File: config.mk
export PLATFORM = sky130hd
export DESIGN_NAME = alu_pipe_nb
export DESIGN_NICKNAME = d
export VERILOG_FILES = /design/src/rtl/alu_pipe_nb.sv
export SDC_FILE = /design/constraint.sdc
export NUM_CORES = 1
export LEC_CHECK = 0
export ABC_CLOCK_PERIOD_IN_PS = 5130
export CORE_ASPECT_RATIO = 1.4
export CORE_UTILIZATION = 55
export DETAILED_ROUTE_END_ITERATION = 8
export PLACE_DENSITY = 0.84
export SYNTH_ARGS = -nofsm -noshare
export SYNTH_HDL_FRONTEND = slang
export SYNTH_SLANG_ARGS = --single-unit
File: constraint.sdc
create_clock -name clk -period 5.13 [get_ports clk]
set_input_delay 1.026 -clock clk [delete_from_list [all_inputs] [get_ports clk]]
set_output_delay 1.026 -clock clk [all_outputs]
set_load 0.03 [all_outputs]
File: src/rtl/alu_pipe_nb.sv
// Two-stage valid/ready pipelined ALU: stage 1 registers operands, stage 2 registers result and flags.
// Optional unsigned saturation of ADD/SUB when ALU_SAT_EN is defined.
module alu_pipe_nb #(
    parameter int WIDTH = 8
) (
    input  logic             clk,
    input  logic             rst_n,
    input  logic             in_valid,
    output logic             in_ready,
    input  logic [2:0]       op,
    input  logic [WIDTH-1:0] a,
    input  logic [WIDTH-1:0] b,
    input  logic             cin,
    output logic             out_valid,
    input  logic             out_ready,
    output logic [WIDTH-1:0] f,
    output logic             cout,
    output logic             zero,
    output logic             ovf
);

    localparam logic [2:0] OP_AND   = 3'b000;
    localparam logic [2:0] OP_OR    = 3'b001;
    localparam logic [2:0] OP_XOR   = 3'b010;
    localparam logic [2:0] OP_NOT   = 3'b011;
    localparam logic [2:0] OP_ADD   = 3'b100;
    localparam logic [2:0] OP_SUB   = 3'b101;
    localparam logic [2:0] OP_PASSA = 3'b110;
    localparam logic [2:0] OP_PASSB = 3'b111;

    logic             s1_valid_r;
    logic [2:0]       s1_op_r;
    logic [WIDTH-1:0] s1_a_r;
    logic [WIDTH-1:0] s1_b_r;
    logic             s1_cin_r;

    logic             out_valid_r;
    logic [WIDTH-1:0] f_r;
    logic             cout_r;
    logic             zero_r;
    logic             ovf_r;

    logic             adv1_s;
    logic             adv2_s;
    logic [WIDTH+1:0] res_s;

    // Result packing: {cout, ovf, f}; cout/ovf always reflect raw arithmetic
    function automatic logic [WIDTH+1:0] alu_eval(
        input logic [2:0]       op_v,
        input logic [WIDTH-1:0] a_v,
        input logic [WIDTH-1:0] b_v,
        input logic             cin_v
    );
        logic [WIDTH:0]   sum_v;
        logic [WIDTH-1:0] beff_v;
        logic [WIDTH-1:0] f_v;
        logic             arith_v;
        logic             c_v;
        logic             o_v;
        if (op_v == OP_SUB) begin
            beff_v = ~b_v;
        end else begin
            beff_v = b_v;
        end
        sum_v   = {1'b0, a_v} + {1'b0, beff_v} + {{WIDTH{1'b0}}, cin_v};
        arith_v = (op_v == OP_ADD) || (op_v == OP_SUB);
        if (arith_v) begin
            c_v = sum_v[WIDTH];
            o_v = (a_v[WIDTH-1] == beff_v[WIDTH-1]) && (sum_v[WIDTH-1] != a_v[WIDTH-1]);
        end else begin
            c_v = 1'b0;
            o_v = 1'b0;
        end
        case (op_v)
            OP_AND:   f_v = a_v & b_v;
            OP_OR:    f_v = a_v | b_v;
            OP_XOR:   f_v = a_v ^ b_v;
            OP_NOT:   f_v = ~a_v;
            OP_ADD: begin
`ifdef ALU_SAT_EN
                if (sum_v[WIDTH]) begin
                    f_v = {WIDTH{1'b1}};
                end else begin
                    f_v = sum_v[WIDTH-1:0];
                end
`else
                f_v = sum_v[WIDTH-1:0];
`endif
            end
            OP_SUB: begin
`ifdef ALU_SAT_EN
                if (!sum_v[WIDTH]) begin
                    f_v = {WIDTH{1'b0}};
                end else begin
                    f_v = sum_v[WIDTH-1:0];
                end
`else
                f_v = sum_v[WIDTH-1:0];
`endif
            end
            OP_PASSA: f_v = a_v;
            OP_PASSB: f_v = b_v;
            default:  f_v = {WIDTH{1'b0}};
        endcase
        return {c_v, o_v, f_v};
    endfunction

    assign adv2_s   = !out_valid_r || out_ready;
    assign adv1_s   = !s1_valid_r || adv2_s;
    assign res_s    = alu_eval(s1_op_r, s1_a_r, s1_b_r, s1_cin_r);

    assign in_ready  = adv1_s;
    assign out_valid = out_valid_r;
    assign f         = f_r;
    assign cout      = cout_r;
    assign zero      = zero_r;
    assign ovf       = ovf_r;

    // Stage 1: capture operands whenever the stage can advance
    always_ff @(posedge clk or negedge rst_n) begin
        if (!rst_n) begin
            s1_valid_r <= 1'b0;
            s1_op_r    <= 3'b000;
            s1_a_r     <= {WIDTH{1'b0}};
            s1_b_r     <= {WIDTH{1'b0}};
            s1_cin_r   <= 1'b0;
        end else if (adv1_s) begin
            s1_valid_r <= in_valid;
            if (in_valid) begin
                s1_op_r  <= op;
                s1_a_r   <= a;
                s1_b_r   <= b;
                s1_cin_r <= cin;
            end
        end
    end

    // Stage 2: register result and flags; data only changes when a new beat moves in
    always_ff @(posedge clk or negedge rst_n) begin
        if (!rst_n) begin
            out_valid_r <= 1'b0;
            f_r         <= {WIDTH{1'b0}};
            cout_r      <= 1'b0;
            zero_r      <= 1'b0;
            ovf_r       <= 1'b0;
        end else if (adv2_s) begin
            out_valid_r <= s1_valid_r;
            if (s1_valid_r) begin
                f_r    <= res_s[WIDTH-1:0];
                ovf_r  <= res_s[WIDTH];
                cout_r <= res_s[WIDTH+1];
                zero_r <= (res_s[WIDTH-1:0] == {WIDTH{1'b0}});
            end
        end
    end

endmodule
==> results.md <==
Timing
• achievable frequency: 271 MHz
• final slew viol count: 0
• tightest slew margin relative to the limit: 0.397
• unrepaired setup endpoints after global routing: false
• Final TNS setup: 0 ns
• final critical-path share of the clock period: 0.720
• setup skew after layout: 0.00535 ns
• hold slack: 0.474 ns
• crit path setup slack, layout: 1.43 ns
• Hold Fails Final Rpt: 0
• post-route minimum period: 3.70 ns
• final setup violation count: 0
• slew at the pin closest to its max-slew limit: 0.904 ns

Routing
• number of design rule violations left after detail routing: 0
• first-pass detailed-route iteration total: 6
• Avg WL per Cell: 14.1 um
• routed vias: 2,001
• violation count after the first detailed-route iteration: 68
• final routed wirelength across all metal layers: 4.94 mm
• count of antenna-violating nets left after detailed routing: 0
• vias per inst: 5.70

Outcome
• result of the run: finished, final reports clean

Min path
• HP Class: flop to flop
• hold path start: ovf$_DFFE_PN0P_
• worst hold stages: 2
• WHS Endpoint: ovf$_DFFE_PN0P_

Synth
• net count of the mapped netlist: 305
• cell accounting for the most synthesized area: dfrtp_1
• total number of yosys warnings: 0
• top_reg_cell synth: dfrtp_1
• #FFs+latches synth: 33
• top cells by area, synth: dfrtp_1, ha_1, mux2_2, inv_1, xnor2_1
• fraction of registers with async set/reset: 1.00
• post-synth top area share: 0.338
• mean post-synth cell area: 9.55 um2
• share of the synthesized area in compound gates (AO/OA/AOI/OAI): 0.168
• simple-gate share of the synthesized area: 0.121
• proportion of synthesized chip area in sequential cells: 0.338
• mux share of post-synthesis cell area: 0.138
• Cell variety after synth: 46
• count of flip-flops with a built-in enable after synthesis: 0
• gate count after technology mapping: 256
• xor/xnor share of the synthesized area: 0.0394
• Adder-Cell Fraction of Synth Area: 0.134
• largest family of logic cells by synthesized area: compound AO/OA/AOI/OAI gates
• synthesized cell area: 0.00244 mm2

Setup path
• crit path DAT: 3.88 ns
• ordered list of cells on the worst path: nor2b_1 -> nand2_1 -> xnor2_1 -> fa_1 -> inv_1 -> fa_1 -> a211oi_1 -> or3_1 -> a21oi_1 -> o221ai_1 -> nand4_1 -> o41ai_2
• depth of the worst register-to-register path: 12
• cell occurring most often along the worst timing path: fa_1
• worst-path cell with the longest stage delay: dfrtp_1
• critical path buffer and inverter count: 1
• Worst setup SP type: flop
• Crit Reg-Reg Endpoint: zero$_DFFE_PN0P_
• kind of cell adding the most delay to the critical path: flip-flops
• endpoint required time on the critical path: 5.31 ns
• Critical Path End Type: flop
• maximum fanout along the worst path: 30
• startpoint of the worst register-to-register path: s1_op_r[1]$_DFFE_PN0P_
• flop2flop setup slack: 1.43 ns
• largest stage delay on the critical path: 0.94 ns
• Critical Path Stages: 12
• category of the critical setup timing path: flop to flop

Layout
• Final Util: 0.697
• Area Growth Syn to Fin: 20.9%
• number of non-filler instances in the completed layout: 351
• number of diodes: 0
• proportion of layout cells with a drive suffix above 1: 0.137
• leading cell types in the layout, fill and taps excluded: clkdlybuf4s50_1, dfrtp_1, mux2_2, inv_1, ha_1
• number of nets in the finished design: 339
• most common cell after layout, fill and taps aside: clkdlybuf4s50_1

CTS
• Resized cells post-CTS: 0
• number of buffers created by CTS: 5
• maximum clock insertion buffer count: 2
• number of buffers inserted to repair setup after CTS: 0
• clock tree root buffer cell: clkbuf_8
• CTS tree: done
• Max H-tree Level: 2
• Sinks on Clock Net: 33
• clock edge transition at the registers on the reported setup and hold paths: 0.07 ns
• cts-stage hold buffer count: 0
• clock latency at the later pin of the worst-skew pair: 0.28 ns

Die
• initial cell density of the core: 0.576
• I/O pin count: 37
• die area: 0.00472 mm2
• die outline width: 58.3 um
• Die Span Y: 80.9 um
• standard cell core area: 0.00424 mm2
• Cell Rows: 28

GRT
• total grt overflow: 0
• global-route wire length before repair: 8.47 mm
• total routing resource utilization after global routing: 0.232
• maximum number of pins on one net before global-route repair: 34
• via count of the first global-routing pass: 1,907
• antenna violations before repair: 0

Job
• max-cap check violation count: 0

Placement
• detailed-placement wirelength estimate: 3.55 mm
• Setup Slack @ Placement: 1.51 ns
• number of placed instances, taps included: 343
• final weighted congestion in routability-driven placement: 0.882
• count of buffers inserted at the top-level ports: 36

Power
• maximum ir drop on the vdd rail: 0.234 mV
• leakage power of the design: 1.28 nW
• power density relative to cell area: 399 mW/mm2

-- cell families (layout without fill, tap and decap cells) --
family / count (synthesis) / in the layout
compound gates: 63 / 63
simple gates: 60 / 60
buf+inv: 36 / 71
flops: 33 / 33
mux: 28 / 28
fa+ha+maj: 25 / 25
xor+xnor: 11 / 11
-- cell type report --
type | count | area [um2]
multi-input combinational | 187 | 1470
fill | 321 | 1280
sequential | 33 | 826
timing repair buffer | 38 | 375
inverter | 25 | 93.8
clock buffer | 7 | 86.3
tap | 60 | 75.1
clock inverter | 1 | 30.0
-- through the flow --
stage,area (um2),total power [mW]
2_1_floorplan,2440,0.763
3_3_place_gp,2840,0.911
3_5_place_dp,2840,0.924
4_1_cts,2960,1.18
5_1_grt,2960,1.26
6_report,2960,1.18
-- worst min-delay path: cells and delay by family (launching register included) --
kind	cells	cell delay, ns
and+or+nand+nor	1	0.05
DFF	1	0.34
AOI/OAI and AO/OA	1	0.05
-- cells in the mapped netlist, types with 2 or more instances --
cell type and number:
inv_1 24, o211ai_1 6, a21oi_1 17, ha_1 23, mux4_2 2, nor2_1 15, nand3_1 3, buf_2 5
o221ai_1 2, o21a_1 2, o21ai_1 5, clkbuf_1 4, o31a_1 3, or3_1 2, nand2_1 17, o21ai_0 14
nor2b_1 3, mux2_2 25, xnor2_1 10, fa_1 2, nand2b_1 11, dfrtp_1 33, nand3b_1 2, a211oi_1 4
-- report_power, final --
| group | leakage [nW] | internal [mW] | switching [mW] | total (mW) |
|---|---|---|---|---|
| clock network | 0.0585 | 0.158 | 0.0936 | 0.252 |
| logic | 0.834 | 0.256 | 0.295 | 0.551 |
| registers | 0.391 | 0.315 | 0.0610 | 0.376 |
-- how the worst max path moves through the flow --
stage,startpoint,end,slack (ns)
final,s1_op_r[1]$_DFFE_PN0P_,zero$_DFFE_PN0P_,1.43
after global routing,s1_op_r[1]$_DFFE_PN0P_,zero$_DFFE_PN0P_,1.09
after global placement,s1_op_r[1]$_DFFE_PN0P_,zero$_DFFE_PN0P_,1.65
after detailed placement,s1_op_r[1]$_DFFE_PN0P_,zero$_DFFE_PN0P_,1.51
after floorplan,s1_op_r[0]$_DFFE_PN0P_,zero$_DFFE_PN0P_,2.18
after CTS,s1_op_r[1]$_DFFE_PN0P_,zero$_DFFE_PN0P_,1.47
-- registers in the layout (all words and copies together), names as in the netlist --
| signal | cells |
|---|---|
| s1_valid_r | 1 |
| f | 8 |
| s1_b_r | 8 |
| s1_op_r | 3 |
| ovf | 1 |
| cout | 1 |
| s1_a_r | 8 |
| out_valid | 1 |
| zero | 1 |
| s1_cin_r | 1 |
-- metal layers --
metal | track usage | part of all wire
met5 | 0 | 0
met2 | 0.431 | 0.53
met1 | 0.272 | 0.41
met4 | 0.0667 | 0.013
met3 | 0.0366 | 0.045
No activity file was read; power rests on OpenSTA's default activity.
==> RTL edit (config.mk and constraints unchanged) <==
Change the parameter `WIDTH` from 8 to 10.
--- a/src/rtl/alu_pipe_nb.sv
+++ b/src/rtl/alu_pipe_nb.sv
@@ -1,7 +1,7 @@
 // Two-stage valid/ready pipelined ALU: stage 1 registers operands, stage 2 registers result and flags.
 // Optional unsigned saturation of ADD/SUB when ALU_SAT_EN is defined.
 module alu_pipe_nb #(
-    parameter int WIDTH = 8
+    parameter int WIDTH = 10
 ) (
     input  logic             clk,
     input  logic             rst_n,
Ports: changed (resized a, b and f); port bits go from 37 to 43. The function was not compared with the original's and may differ.
==> RTL edit against the original RTL <==
Area after synthesis rose by 26%. Highest routed layer unchanged. Wire length increased by 31%. Non-clock buffer count increased by 8. Setup slack improved by 0.35 ns. Cell area increased by 21%. Critical endpoint is now in_ready. Sequential cell count rose by 6. Power increased by 16%. Count of clock-buffer cells in the layout unchanged.
==> RTL edit: results <==
[status]
status = "finished clean"

[detailed_routing]
vias = 2483
met1_length_mm = 2.82
routed-wl-met2_mm = 3.31
drtIter0Drc = 112
drt_wl_total_mm = 6.49
wl_per_cell_um = 15.3

[worst_hold_path]
hold_end = "f[5]"

[critical_path]
slowest_stage = "clkdlybuf4s50_1"
path_max_fanout = 3
slowest_delay_ns = 0.69

[finish]
multi_input_cells = 235
layout-drive-gt1-share_pct = 12.8
multi_input_area_um2 = 1880
nNonClkInverters = 30

[pwr]
powerComb_mw = 0.734
vdd_drop_max_v = 0.000207
power.leakage_nw = 1.61

[placed_design]
dp_hpwl_mm = 4.80
post-place-cells = 416

[timing]
fin_skew_ns = 0.00401
worst_slew_pin_slew_ns = 0.957
whs_ns = 0.477

[grt]
grt_pass1_vias = 2410
grt_pass1_wl_mm = 11.1
use_met2_pct = 40.5

[floorplan]
die_w_um = 65.1
## RTL edit: changes by cell type in the layout (fill, tap and decap cells not counted), sizes merged, moves of 5 or more
| cell | delta |
|---|---|
| mux2i | +11 |
| dfrtp | +6 |
| ha | +6 |
| clkdlybuf4s50 | +5 |
| inv | +5 |
| o211ai | -5 |
## RTL edit: how the worst max path moves through the flow
stage               start  slack, ns        to
6_report        out_ready       1.78  in_ready
5_1_grt        s1_op_r[1]       1.55      zero
4_1_cts         out_ready       1.78  in_ready
3_5_place_dp    out_ready       1.78  in_ready
3_3_place_gp    out_ready       1.80  in_ready
2_1_floorplan  s1_op_r[1]       1.81      zero
## RTL edit: cell families after synthesis
group,synth area share [%]
flip-flops,31.8
XOR/XNOR,3.71
adder cells (fa/ha/maj),13.1
AND/OR/NAND/NOR,12.6
buffers and inverters,6.93
multiplexers,14.3
AO/OA/AOI/OAI,17.6
